[src/rtl/sys_alarm.sv]
// sys_alarm: timestamp compare alarm with one-shot/periodic modes, sticky miss flag and match counter
module sys_alarm #(
   parameter int MCW = 8
) (
   input  logic           Clk,
   input  logic           Rst,
   input  logic [31:0]    count,
   input  logic           Arm,
   input  logic           Disarm,
   input  logic [31:0]    Cmp_val,
   input  logic [31:0]    Period,
   input  logic           Mode,
   input  logic           Irq_ack,
   output logic           Irq,
   output logic           Armed,
   output logic           Missed,
   output logic [MCW-1:0] Match_cnt
);
   typedef enum logic [1:0] {IDLE, ARMED, FIRED} state_t;
   state_t state, state_nxt;
   logic [31:0] target, per_r, diff;
   logic mode_r, match, reload;
   assign diff = count - target;
   assign match = state == ARMED && !diff[31];
   assign reload = mode_r && per_r != 32'd0;
   // state register
   always_ff @(posedge Clk or posedge Rst)
      if (Rst) state <= IDLE;
      else state <= state_nxt;
   // next state: Disarm beats Arm, Arm beats match/ack; a zero period acts as one-shot
   always_comb begin
      state_nxt = Disarm ? IDLE :
                  Arm ? ARMED :
                  (match && !reload) ? FIRED :
                  (state == FIRED && Irq_ack) ? IDLE : state;
   end
   // state-derived outputs
   always_comb begin
      Armed = state == ARMED;
   end
   // target reload, interrupt, miss flag and saturating match counter; a match wins over a same-cycle ack
   always_ff @(posedge Clk or posedge Rst)
      if (Rst) begin
         target    <= 32'd0;
         per_r     <= 32'd0;
         mode_r    <= 1'b0;
         Irq       <= 1'b0;
         Missed    <= 1'b0;
         Match_cnt <= '0;
      end else if (Disarm) begin
         Irq <= 1'b0;
      end else if (Arm) begin
         target    <= Cmp_val;
         per_r     <= Period;
         mode_r    <= Mode;
         Irq       <= 1'b0;
         Missed    <= 1'b0;
         Match_cnt <= '0;
      end else if (match) begin
         Irq    <= 1'b1;
         Missed <= !Irq_ack && (Missed || Irq);
         if (!(&Match_cnt)) Match_cnt <= Match_cnt + MCW'(1);
         if (reload) target <= target + per_r;
      end else if (Irq_ack) begin
         Irq    <= 1'b0;
         Missed <= 1'b0;
      end
endmodule

[config.mk]
export PLATFORM = sky130hd
export DESIGN_NAME = sys_alarm
export DESIGN_NICKNAME = d
export VERILOG_FILES = /design/src/rtl/sys_alarm.sv
export SDC_FILE = /design/constraint.sdc
export NUM_CORES = 1
export LEC_CHECK = 0
export CORE_MARGIN = 4
export CORE_UTILIZATION = 45
export DETAILED_ROUTE_END_ITERATION = 7
export PLACE_DENSITY = 0.69
export SYNTH_ARGS = -nofsm -noshare
export SYNTH_HDL_FRONTEND = slang
export SYNTH_SLANG_ARGS = --single-unit
[constraint.sdc]
create_clock -name Clk -period 5.2 [get_ports Clk]
set_input_delay 0.78 -clock Clk [delete_from_list [all_inputs] [get_ports Clk]]
set_output_delay 0.78 -clock Clk [all_outputs]
set_load 0.03 [all_outputs]
# After elaboration in Yosys (flattened, before gate mapping)
# Cells that the tools add are included.
[totals]
regBits = 77
input_bits = 102
output_inout_bits = 11
wordCells = 50
[op_classes]
addsub = 3
n_eq_ne = 3
mux = 16
bitwise_logic = 1
reduce_logical = 20
[ops]
columns = ["op", "count"]
rows = [
  ["two-way mux 32 bit", 3],
  ["adder 32 bit", 1],
  ["nonzero test 32 bit", 1],
  ["subtractor 32 bit", 1],
  ["two-way mux 8 bit", 3],
  ["adder 8 x 1 -> 8 bit, second input constant", 1],
  ["two-way mux 2 bit", 4],
  ["AND reduction 8 bit", 1],
  ["nonzero test 4 bit", 2],
  ["two-way mux 1 bit", 6],
  ["AND reduction 3 bit", 2],
  ["logical AND 1 bit", 5],
  ["AND reduction 2 bit", 2],
  ["nonzero test 2 bit", 2],
  ["logical NOT 1 bit", 3],
  ["nonzero test 3 bit", 1],
  ["equality test 2 x 1 -> 1 bit, second input constant", 1],
  ["equality test 2 bit, second input constant", 1],
  ["inequality test 2 bit, second input constant", 1],
  ["logical OR 1 bit", 1],
  ["inverter 1 bit", 1],
]

# Depth between registers and ports, before layout
[logic_depth]
ltp_word = 7
depth_mapped = 12
ltp_nobuf = 12

# Least setup slack after synthesis
# Ideal clock, no wire load.
[synth_timing]
path_kind = "input -> register"
from = "input port count[29]"
to = "register target[24]"
setup_time_ns = 0.119
t_arrival_ns = 2.721
setup_slack_ns = 2.361
path_stages = 11
cell_sequence = "ha_1 nand4_2 nor4_2 nand3_1 a21o_1 a21o_1 and2_4 o22ai_4 buf_8 o211ai_2 o21a_1"
[synth_via]
elab_chain_cells = 5
[synth_lines]
columns = ["item", "line_no", "source"]
rows = [
  ["from (decl)", "7", "input logic [31:0] count,"],
  ["subtractor 32 bit", "23", "assign diff = count - target;"],
  ["logical NOT 1 bit", "24", "assign match = state == ARMED && !diff[31];"],
  ["logical AND 1 bit", "24", ""],
  ["nonzero test 2 bit (no source line)", "n/a", ""],
  ["AND reduction 3 bit (no source line)", "n/a", ""],
  ["to (signal assigned)", "53", "target <= Cmp_val;"],
  ["to (signal assigned)", "63", "if (reload) target <= target + per_r;"],
  ["to (decl)", "21", "logic [31:0] target, per_r, diff;"],
]
# Every way passes these cells.
# A chain may end at the register's enable or synchronous reset.

# Final worst setup path
[layout_timing]
from = "input port count[24]"
to = "register target[28]"
# Same word-level chain as after synthesis.

==> key figures <==
Place
  • Global placement routability congestion: 0.907
  • Port bufs: 112
  • DP HPWL: about 12 mm
  • Setup WS pre-CTS: 1080 ps
  • Placed insts: 917

Routing
  • Routed WL: 16.0 mm
  • WL met2: 7.62 mm
  • Met3 Wirelength: approximately 1 mm
  • Remaining routing DRC violations: 0
  • Met1 Routed Length: 7.19 mm
  • Mean number of vias per cell: around 5.6
  • Top Metal Used: met5
  • Starting DRT DRC Count: roughly 290
  • 1st-pass router iterations: 4
  • Via count: 5248
  • Antenna Nets Post-Route: 0
  • Routed wire per std cell: 17.2 µm

Floorplan
  • Die Span X: 123 µm
  • FP Rows: 41
  • Full die area: 0.0152 mm²
  • DIE HEIGHT: 123 µm
  • I/O Pins: 113
  • Area of the core: 0.0128 mm²
  • Initial Utilization: 46.7%

STA
  • Final TNS setup: 0 ps
  • Max Clock Skew: about 7.5 ps
  • Achievable Freq: about 0.27 GHz
  • Slew Viols, Final: 0
  • RSZ-0062 raised after global routing: no
  • Minimum clock period: 3770 ps
  • Fin worst setup slack: ~1400 ps
  • Relative max-transition margin: 49.2%
  • Setup-failing EPs final: 0
  • Slew @ Worst Pin: 761 ps
  • Fin crit share: between 70 and 80%
  • Final hold viol count: 0

Hold path
  • Worst hold path class: register to register
  • Hold Path Depth: 1

Pwr
  • Pwr/cell area: 510 mW/mm²
  • Leak Pwr: 3.30 nW
  • VDD IR max: 0.218 mV

Worst setup path
  • Required time of the critical path: around 5500 ps
  • Register-to-Register Setup Slack: 1830 ps
  • Worst Setup End Kind: register
  • Kind of start point of the critical path: input port
  • R2r endpoint: target[28]
  • Peak fanout along the critical path: 20
  • Critical path destination: target[28]
  • Critical path data arrival time: between 4000 and 5000 ps
  • Reg2Reg Launch Point: target[25]
  • Worst reg-to-reg path cell count: 12
  • Worst Setup SP: count[24]
  • Kind of critical path: input port to register

Yosys
  • Mapped Nets: 816
  • Syn Inst Count: 651
  • Post-Syn Area per Cell: roughly 9 µm²
  • Synth area leaders: dfrtp_1 (32%), ha_1 (13%), mux2_2 (6.0%)
  • Largest area contributor in the netlist: dfrtp_1
  • Register area share after synthesis: 32.2%
  • Top cell type's share of synthesized area: between 30 and 40%
  • Syn. warnings: 0
  • Netlist cell types: between 60 and 70
  • Primary FF master, synth: dfrtp_1
  • Post-synthesis cell area: around 0.0060 mm²
  • #FFs+latches synth: 77
  • Number of synthesized flops with an enable pin: 0
  • Async set-reset flop share out of synthesis: 100%

Finish
  • Util after Layout: 59.1%
  • Layout cells sized above 1: 13.1%
  • Syn-to-layout area delta: 26.8%
  • # fillers: 1146
  • Sequential cell area: 0.00193 mm²
  • Final net count: 921
  • Multi-input logic area: 0.00375 mm²
  • Final non-filler cell total: 933
  • # diodes: 0

Job
  • Max-Cap Viols: 0

Clocking
  • # H-tree levels: 3
  • CTS tree: yes
  • Clk sinks: 77
  • CTS Root Cell: clkbuf_16
  • Post-cts sizing count: 0
  • Hold-fix buffers, CTS: 0
  • Post-CTS setup buffers: 0
  • Clock Path Buffers: 2
  • CTS Buf Count: 9
  • Reg clk slew, reported paths: 60 ps
  • Clk_lat worst skew: 350 ps

GRT
  • Largest net degree at the start of global routing: 44
  • First-pass GRT wire length: 25.8 mm
  • Vias in the first global route: 5373
  • Initial antenna violation count: 1
  • All-layer global routing usage: between 20% and 30%
  • Total gr overflow: 0

Status
  • Status: completed
[routing by layer]
layer  global-route usage, %  vias to the layer above
li1                        -                     2599
met1                    28.2                     2487
met2                    35.3                      141
met3                    6.22                       19
met4                    5.47                        2
met5                       0                        -
[metrics by stage]
stage / power [W] / hold slack [ps] / instance area, µm²
final: 0.00387 / 510 / 7580
after global routing: 0.00418 / 549 / 7580
after CTS: 0.00387 / 511 / 7580
after detailed placement: 0.00310 / 497 / 7240
after global placement: 0.00303 / 486 / 7240
after floorplan: 0.00261 / 474 / 5980
[cell type report]
class	instances	area share, %
Clock buffer	9	2.97
Clock inverter	7	1.62
Inverter	45	2.23
Multi-Input combinational cell	505	49.4
Sequential cell	77	25.4
Tap cell	172	2.84
Timing Repair Buffer	118	15.5
[critical path: stages]
cell and delay (ps):
clkdlybuf4s50_1 420, ha_1 310, nand4_1 210, nor4_2 460, nand3_1 190, a21o_1 220, a21o_1 190, and2_4 140
o22ai_4 430, buf_4 370, o211ai_1 150, o21a_1 130
[cells in the final DEF, fill, tap and decap left out, types with 3 or more instances in the layout]
master           netlist  layout
and2_1                 4       4
buf_4                  2       5
o21bai_1               5       5
mux2i_1                7       7
nand2b_1               7       7
or3_1                  3       3
nor3_1                 5       5
a21oi_2               19      19
nand3_1               16      16
a31oi_1               14      14
o21ai_0               39      39
a31oi_2                6       6
nor2_1                41      40
nand4_1               12      12
inv_1                 44      43
nor2b_1                3       3
nand2_1               44      44
ha_1                  62      62
a311oi_1               3       3
dfrtp_1               77      77
nor2_2                 5       6
bufinv_16              0       3
xor2_1                 7       7
mux2_2                32      32
and3_1                13      13
nor4_1                 9       9
a2111oi_0              3       3
a21oi_1               47      47
clkdlybuf4s50_1        0     112
o21a_1                10      10
a21o_1                20      20
xnor2_1               20      20
o21ai_2                3       3
clkbuf_16              0       9
a211o_1                3       3
a41oi_1                3       3
o211ai_1               6       6
a211oi_1               3       3
[flip-flops by register name, summed over array words and instances (netlist names)]
| signal | flops |
|---|---|
| Match_cnt | 8 |
| per_r | 32 |
| Missed | 1 |
| target | 32 |
| Irq | 1 |
| mode_r | 1 |
| state | 2 |
[cells in the mapped netlist (all sizes together) (10+ instances only)]
master  instances
dfrtp          77
a21oi          66
ha             62
nor2           46
inv            45
nand2          44
o21ai          44
mux2           32
a21o           20
a31oi          20
xnor2          20
nand3          16
and3           13
clkbuf         13
nand4          13
buf            11
o21a           11
nor4           10
[worst min path at each step]
stage           start     end
6_report       mode_r  mode_r
2_1_floorplan  mode_r  mode_r
3_3_place_gp   mode_r  mode_r
3_5_place_dp   mode_r  mode_r
5_1_grt        mode_r  mode_r
4_1_cts        mode_r  mode_r
[power by group]
group	switching (W)	leakage, nW	internal, W
Clock	0.000272	0.162	0.000471
Combinational	0.00121	2.23	0.000995
Sequential	0.000160	0.909	0.000763
Total	0.00164	3.30	0.00223
[cells by family (layout without fill, tap and decap cells)]
| group | count (synthesis) | count (layout) | share of synthesized area [%] |
|---|---|---|---|
| muxes | 39 | 39 | 7.19 |
| DFF | 77 | 77 | 32.2 |
| adders and majority gates | 63 | 63 | 13.3 |
| xor gates and xnor gates | 27 | 27 | 3.95 |
| buffers and inverters | 69 | 179 | 5.21 |
| and+or+nand+nor | 169 | 169 | 14.1 |
| AOI/OAI and AO/OA | 207 | 207 | 24.1 |
No activity file was read; power rests on OpenSTA's default activity.
